--- src/rtl/q_meas_scheduler.sv ---
// Round-robin scheduler sharing one charge-measurement unit between N_CH pulse channels.
// Optional build macro QSCHED_SKIP_ZERO_EN drops zero-charge (non-timeout) results.
module q_meas_scheduler #(
  parameter int N_CH       = 4,
  parameter int BUS_WIDTH  = 10,
  parameter int CH_W       = 2,
  parameter int SETTLE_CYC = 2,
  parameter int TIMEOUT_W  = 8
) (
  input  logic                 clk,
  input  logic                 rst,
  input  logic                 enable,
  input  logic [N_CH-1:0]      ch_mask,
  input  logic [N_CH-1:0]      q_serialized_in,
  output logic                 meas_q_serialized,
  output logic                 meas_start,
  input  logic                 meas_ready,
  input  logic [BUS_WIDTH-1:0] meas_q,
  output logic                 result_valid,
  output logic [CH_W-1:0]      result_ch,
  output logic [BUS_WIDTH-1:0] result_q,
  output logic                 result_timeout,
  input  logic                 result_ack
);

  // state   | meaning
  // IDLE    | waiting for enable and a non-empty channel mask
  // SELECT  | advance cur_ch to the next enabled channel (one cycle)
  // SETTLE  | meas_start held low for SETTLE_CYC cycles
  // MEASURE | meas_start high, pulse line routed, wait for ready or timeout
  // HOLD    | result presented, waiting for result_ack
  typedef enum logic [2:0] {
    S_IDLE    = 3'd0,
    S_SELECT  = 3'd1,
    S_SETTLE  = 3'd2,
    S_MEASURE = 3'd3,
    S_HOLD    = 3'd4
  } state_t;

  localparam logic [3:0] SETTLE_LD = 4'(SETTLE_CYC - 1);
  // Counter value in the last MEASURE cycle; the timeout edge takes it to 2**TIMEOUT_W-1.
  localparam logic [TIMEOUT_W-1:0] TMO_LAST = TIMEOUT_W'((2 ** TIMEOUT_W) - 2);

  state_t                 state_q, state_d;
  logic [CH_W-1:0]        cur_ch_q, cur_ch_d;
  logic [3:0]             settle_q, settle_d;
  logic [TIMEOUT_W-1:0]   tmo_q, tmo_d;
  logic [CH_W-1:0]        res_ch_q, res_ch_d;
  logic [BUS_WIDTH-1:0]   res_val_q, res_val_d;
  logic                   res_to_q, res_to_d;

  logic [CH_W-1:0]        nxt_ch;
  logic [CH_W-1:0]        first_any;
  logic [CH_W-1:0]        first_above;
  logic                   has_above;
  logic                   drop_zero;

`ifdef QSCHED_SKIP_ZERO_EN
  assign drop_zero = (meas_q == '0);
`else
  assign drop_zero = 1'b0;
`endif

  always_ff @(posedge clk or posedge rst) begin
    if (rst) begin
      state_q   <= S_IDLE;
      cur_ch_q  <= CH_W'(N_CH - 1);
      settle_q  <= '0;
      tmo_q     <= '0;
      res_ch_q  <= '0;
      res_val_q <= '0;
      res_to_q  <= 1'b0;
    end else begin
      state_q   <= state_d;
      cur_ch_q  <= cur_ch_d;
      settle_q  <= settle_d;
      tmo_q     <= tmo_d;
      res_ch_q  <= res_ch_d;
      res_val_q <= res_val_d;
      res_to_q  <= res_to_d;
    end
  end

  // Descending scan so the last hit is the lowest matching index.
  always_comb begin
    first_any   = '0;
    first_above = '0;
    has_above   = 1'b0;
    for (int i = N_CH - 1; i >= 0; i--) begin
      if (ch_mask[i]) begin
        first_any = CH_W'(i);
        if (i > int'(cur_ch_q)) begin
          first_above = CH_W'(i);
          has_above   = 1'b1;
        end
      end
    end
    nxt_ch = has_above ? first_above : first_any;
  end

  always_comb begin
    state_d   = state_q;
    cur_ch_d  = cur_ch_q;
    settle_d  = settle_q;
    tmo_d     = '0;
    res_ch_d  = res_ch_q;
    res_val_d = res_val_q;
    res_to_d  = res_to_q;
    case (state_q)
      S_IDLE: begin
        if (enable && (ch_mask != '0)) state_d = S_SELECT;
      end
      S_SELECT: begin
        if (ch_mask != '0) begin
          cur_ch_d = nxt_ch;
          settle_d = SETTLE_LD;
          state_d  = S_SETTLE;
        end else begin
          state_d = S_IDLE;
        end
      end
      S_SETTLE: begin
        if (settle_q == '0) state_d = S_MEASURE;
        else settle_d = settle_q - 4'd1;
      end
      S_MEASURE: begin
        tmo_d = tmo_q + 1'b1;
        if (meas_ready) begin
          if (drop_zero) begin
            state_d = enable ? S_SELECT : S_IDLE;
          end else begin
            res_ch_d  = cur_ch_q;
            res_val_d = meas_q;
            res_to_d  = 1'b0;
            state_d   = S_HOLD;
          end
        end else if (tmo_q == TMO_LAST) begin
          res_ch_d  = cur_ch_q;
          res_val_d = '0;
          res_to_d  = 1'b1;
          state_d   = S_HOLD;
        end
      end
      S_HOLD: begin
        if (result_ack) state_d = enable ? S_SELECT : S_IDLE;
      end
      default: state_d = S_IDLE;
    endcase
  end

  always_comb begin
    meas_start        = (state_q == S_MEASURE);
    result_valid      = (state_q == S_HOLD);
    meas_q_serialized = (state_q == S_MEASURE) ? q_serialized_in[cur_ch_q] : 1'b0;
    result_ch         = res_ch_q;
    result_q          = res_val_q;
    result_timeout    = res_to_q;
  end

endmodule

--- config.mk ---
export PLATFORM = sky130hd
export DESIGN_NAME = q_meas_scheduler
export DESIGN_NICKNAME = d
export VERILOG_FILES = /design/src/rtl/q_meas_scheduler.sv
export SDC_FILE = /design/constraint.sdc
export NUM_CORES = 1
export LEC_CHECK = 0
export CAP_MARGIN = 0
export CORE_UTILIZATION = 46
export CTS_CLUSTER_SIZE = 8
export DETAILED_ROUTE_END_ITERATION = 10
export PLACE_DENSITY_LB_ADDON = 0.05
export SYNTH_ARGS = -nofsm -noshare
export SYNTH_HDL_FRONTEND = slang
export SYNTH_SLANG_ARGS = --single-unit
--- constraint.sdc ---
create_clock -name clk -period 1.95 [get_ports clk]
set_input_delay 0.585 -clock clk [delete_from_list [all_inputs] [get_ports clk]]
set_output_delay 0.585 -clock clk [all_outputs]
set_load 0.01 [all_outputs]
==> flow_metrics.py <==
metrics = {
    "run_status": {
        "status": "finished with violations",
        "violations": "setup timing",
    },
    "critical_path": {
        "crit_path_end_kind": "output port",
        "crit_arrival_ns": 1.63,
        "worstSetupPathType": "reg -> out",
        "worstSetupStartpointType": "flip-flop",
        "required_ns": 1.36,
        "rr_worst_depth": 5,
        "critPathMaxFanout": 2,
    },
    "clocking": {
        "h-tree-depth": 2,
        "hold_buffers": 0,
        "postCtsSetupRepairBufs": 0,
        "insertion_delay_ns": 0.32,
        "cts_buffer_depth": 2,
        "cts-root-buf": "clkbuf_4",
        "path_clk_slew_ns": 0.09,
        "tritoncts": "yes",
        "cts_sinks": 30,
        "cts_buffers": 5,
    },
    "sta": {
        "setup_viol": 1,
        "finalHoldViolations": 0,
        "grt_setup_unrepaired": "true",
        "finalCritPeriodShare": 1.14,
        "clock_skew_ns": 0.00536,
        "fmax_ghz": 0.451,
        "min_period_ns": 2.22,
        "worst-slew-pin-transition_ns": 0.375,
        "fin_tns_setup_ns": -0.267,
        "slew_headroom": 0.750,
        "finalMaxSlewViolations": 0,
        "finalWorstSetupSlack_ns": -0.267,
    },
    "yosys": {
        "synthArstFlopShare": 1.00,
        "synth_edf_count": 0,
        "yosys.area.top_type": "dfrtp_1",
        "synth_common_cells": "dfrtp_1, nor2_1, a22o_1, inv_1, a21oi_1",
        "yosys_warnings": 0,
        "yosysTopAreaCellShare": 0.472,
        "synth_cell_types": 44,
        "yosysMostFrequentCell": "dfrtp_1",
        "syn_nets": 155,
        "synthTopCellsByArea": "dfrtp_1, a22o_1, dfstp_2",
        "synth_cells": 128,
        "yosysSeqAreaShare": 0.508,
        "synthFlopType": "dfrtp_1",
        "synthesis.area_mm2": 0.00148,
        "syn-mean-instance-area_um2": 11.6,
        "ys_ff_latch": 30,
    },
    "floorplanning": {
        "rows": 20,
        "num_io_pins": 39,
        "coreArea_mm2": 0.00305,
        "start_util": 0.486,
        "die_w_um": 58.8,
        "die_area_mm2": 0.00346,
        "die_h_um": 58.8,
    },
    "global_route": {
        "grt_first_pass_wirelength_mm": 5.28,
        "grt_pass1_vias": 1220,
        "grt_usage": 0.210,
        "antenna_found_initial": 0,
        "grt_overflow_total": 0,
        "grt_max_degree": 31,
    },
    "routing": {
        "viasPerCell": 5.15,
        "ant_nets": 0,
        "wl_per_cell_um": 13.4,
        "vias": 1174,
        "post-route-drc-count": 0,
        "drt_first_pass_iters": 4,
        "wl_mm": 3.06,
        "drt_iter0_drc": 32,
    },
    "final_layout": {
        "fin_cells": 228,
        "syn_to_final_growth_pct": 39.2,
        "finish.utilization": 0.677,
        "nets": 211,
        "n_antenna_cell": 0,
        "design_area_mm2": 0.00207,
        "drive_gt1_frac": 0.212,
        "fillers": 267,
    },
    "power": {
        "pwr_density_cell_mw_per_mm2": 1380,
        "peakVddDrop_mv": 0.653,
        "leakage_nw": 0.938,
    },
    "placement": {
        "dp_slack_ns": -0.725,
        "portBuffers": 38,
        "dp_hpwl_mm": 2.39,
        "dp_cells": 221,
        "placed_area_mm2": 0.00200,
        "place_congestion": 0.738,
    },
    "worst_hold_path": {
        "min_path_type": "reg -> reg",
        "holdPathStages": 1,
    },
    "flow_run": {
        "cap_violations": 0,
    },
}
==> layer usage <==
layer / vias up / wire length [um] / track usage
li1: 573 / - / -
met1: 562 / 1210 / 0.226
met2: 34 / 1620 / 0.362
met3: 5 / 195 / 0.0923
met4: 0 / 41 / 0.0782
met5: - / 0 / 0
==> power by group <==
part           total, mW  internal (mW)  switching, mW
logic               1.32          0.739          0.580
registers           1.02          0.862          0.162
clock network      0.503          0.298          0.205
total               2.85           1.90          0.947
==> area by class of cell <==
cell class | count | area, um2 | area share
clock buffers | 6 | 51.3 | 0.0248
inverters | 8 | 30.0 | 0.0145
multi-input cells | 85 | 662 | 0.320
well taps | 44 | 55.1 | 0.0267
flip-flops and latches | 30 | 753 | 0.365
repair buffers | 54 | 484 | 0.234
clock inverters | 1 | 30.0 | 0.0145
==> cells by family after synthesis <==
family,Yosys count,share of synthesized area
flops,30,0.508
mux,6,0.0506
fa+ha+maj,4,0.0337
buf+inv,13,0.0464
compound gates,32,0.166
simple gates,38,0.166
xor+xnor,5,0.0295
==> path summary, 6_finish.rpt <==
path	startpoint	to	slack, ns
max in group asynchronous	rst	cur_ch_q[1]	1.02
min reg2reg	result_q[9]	result_q[9]	0.51
min	result_q[9]	result_q[9]	0.51
min in group asynchronous	rst	result_ch[1]	0.63
max	cur_ch_q[0]	meas_q_serialized	-0.27
max reg2reg	state_q[1]	settle_q[3]	0.34
==> what timing repair did <==
action                                 CTS  global route
endpoints found under the hold margin    0             0
gates resized for setup                 10             2
pin swaps                                1             0
setup endpoints to repair                3             2
==> layout by cell type (no fill, tap or decap), types with 4 or more instances in the layout <==
cell and instances:
clkdlybuf4s50_1 31, dfrtp_1 28, buf_4 16, nor2_1 11
a22o_1 10, inv_1 7, a21oi_1 6, clkbuf_4 5
dlygate4sd2_1 5, o21ai_0 4, nand2b_1 4, nand2_1 4
ha_1 4
==> critical path, cell delays in order (launching register included) <==
cell and delay (ns):
dfstp_2 0.56, mux4_2 0.48, and2_1 0.14, buf_2 0.14
==> state kept, by name, indices dropped and copies added, names as in the netlist <==
signal,flops
state_q,3
tmo_q,8
cur_ch_q,2
settle_q,4
result_q,10
result_timeout,1
result_ch,2
==> per-stage QoR <==
step | total power, mW | hold WS, ns
after floorplan | 1.80 | 0.470
after global placement | 2.34 | 0.479
after detailed placement | 2.39 | 0.484
after CTS | 2.89 | 0.511
after global routing | 3.06 | 0.514
final | 2.85 | 0.507
No activity file was read; power rests on OpenSTA's default activity.
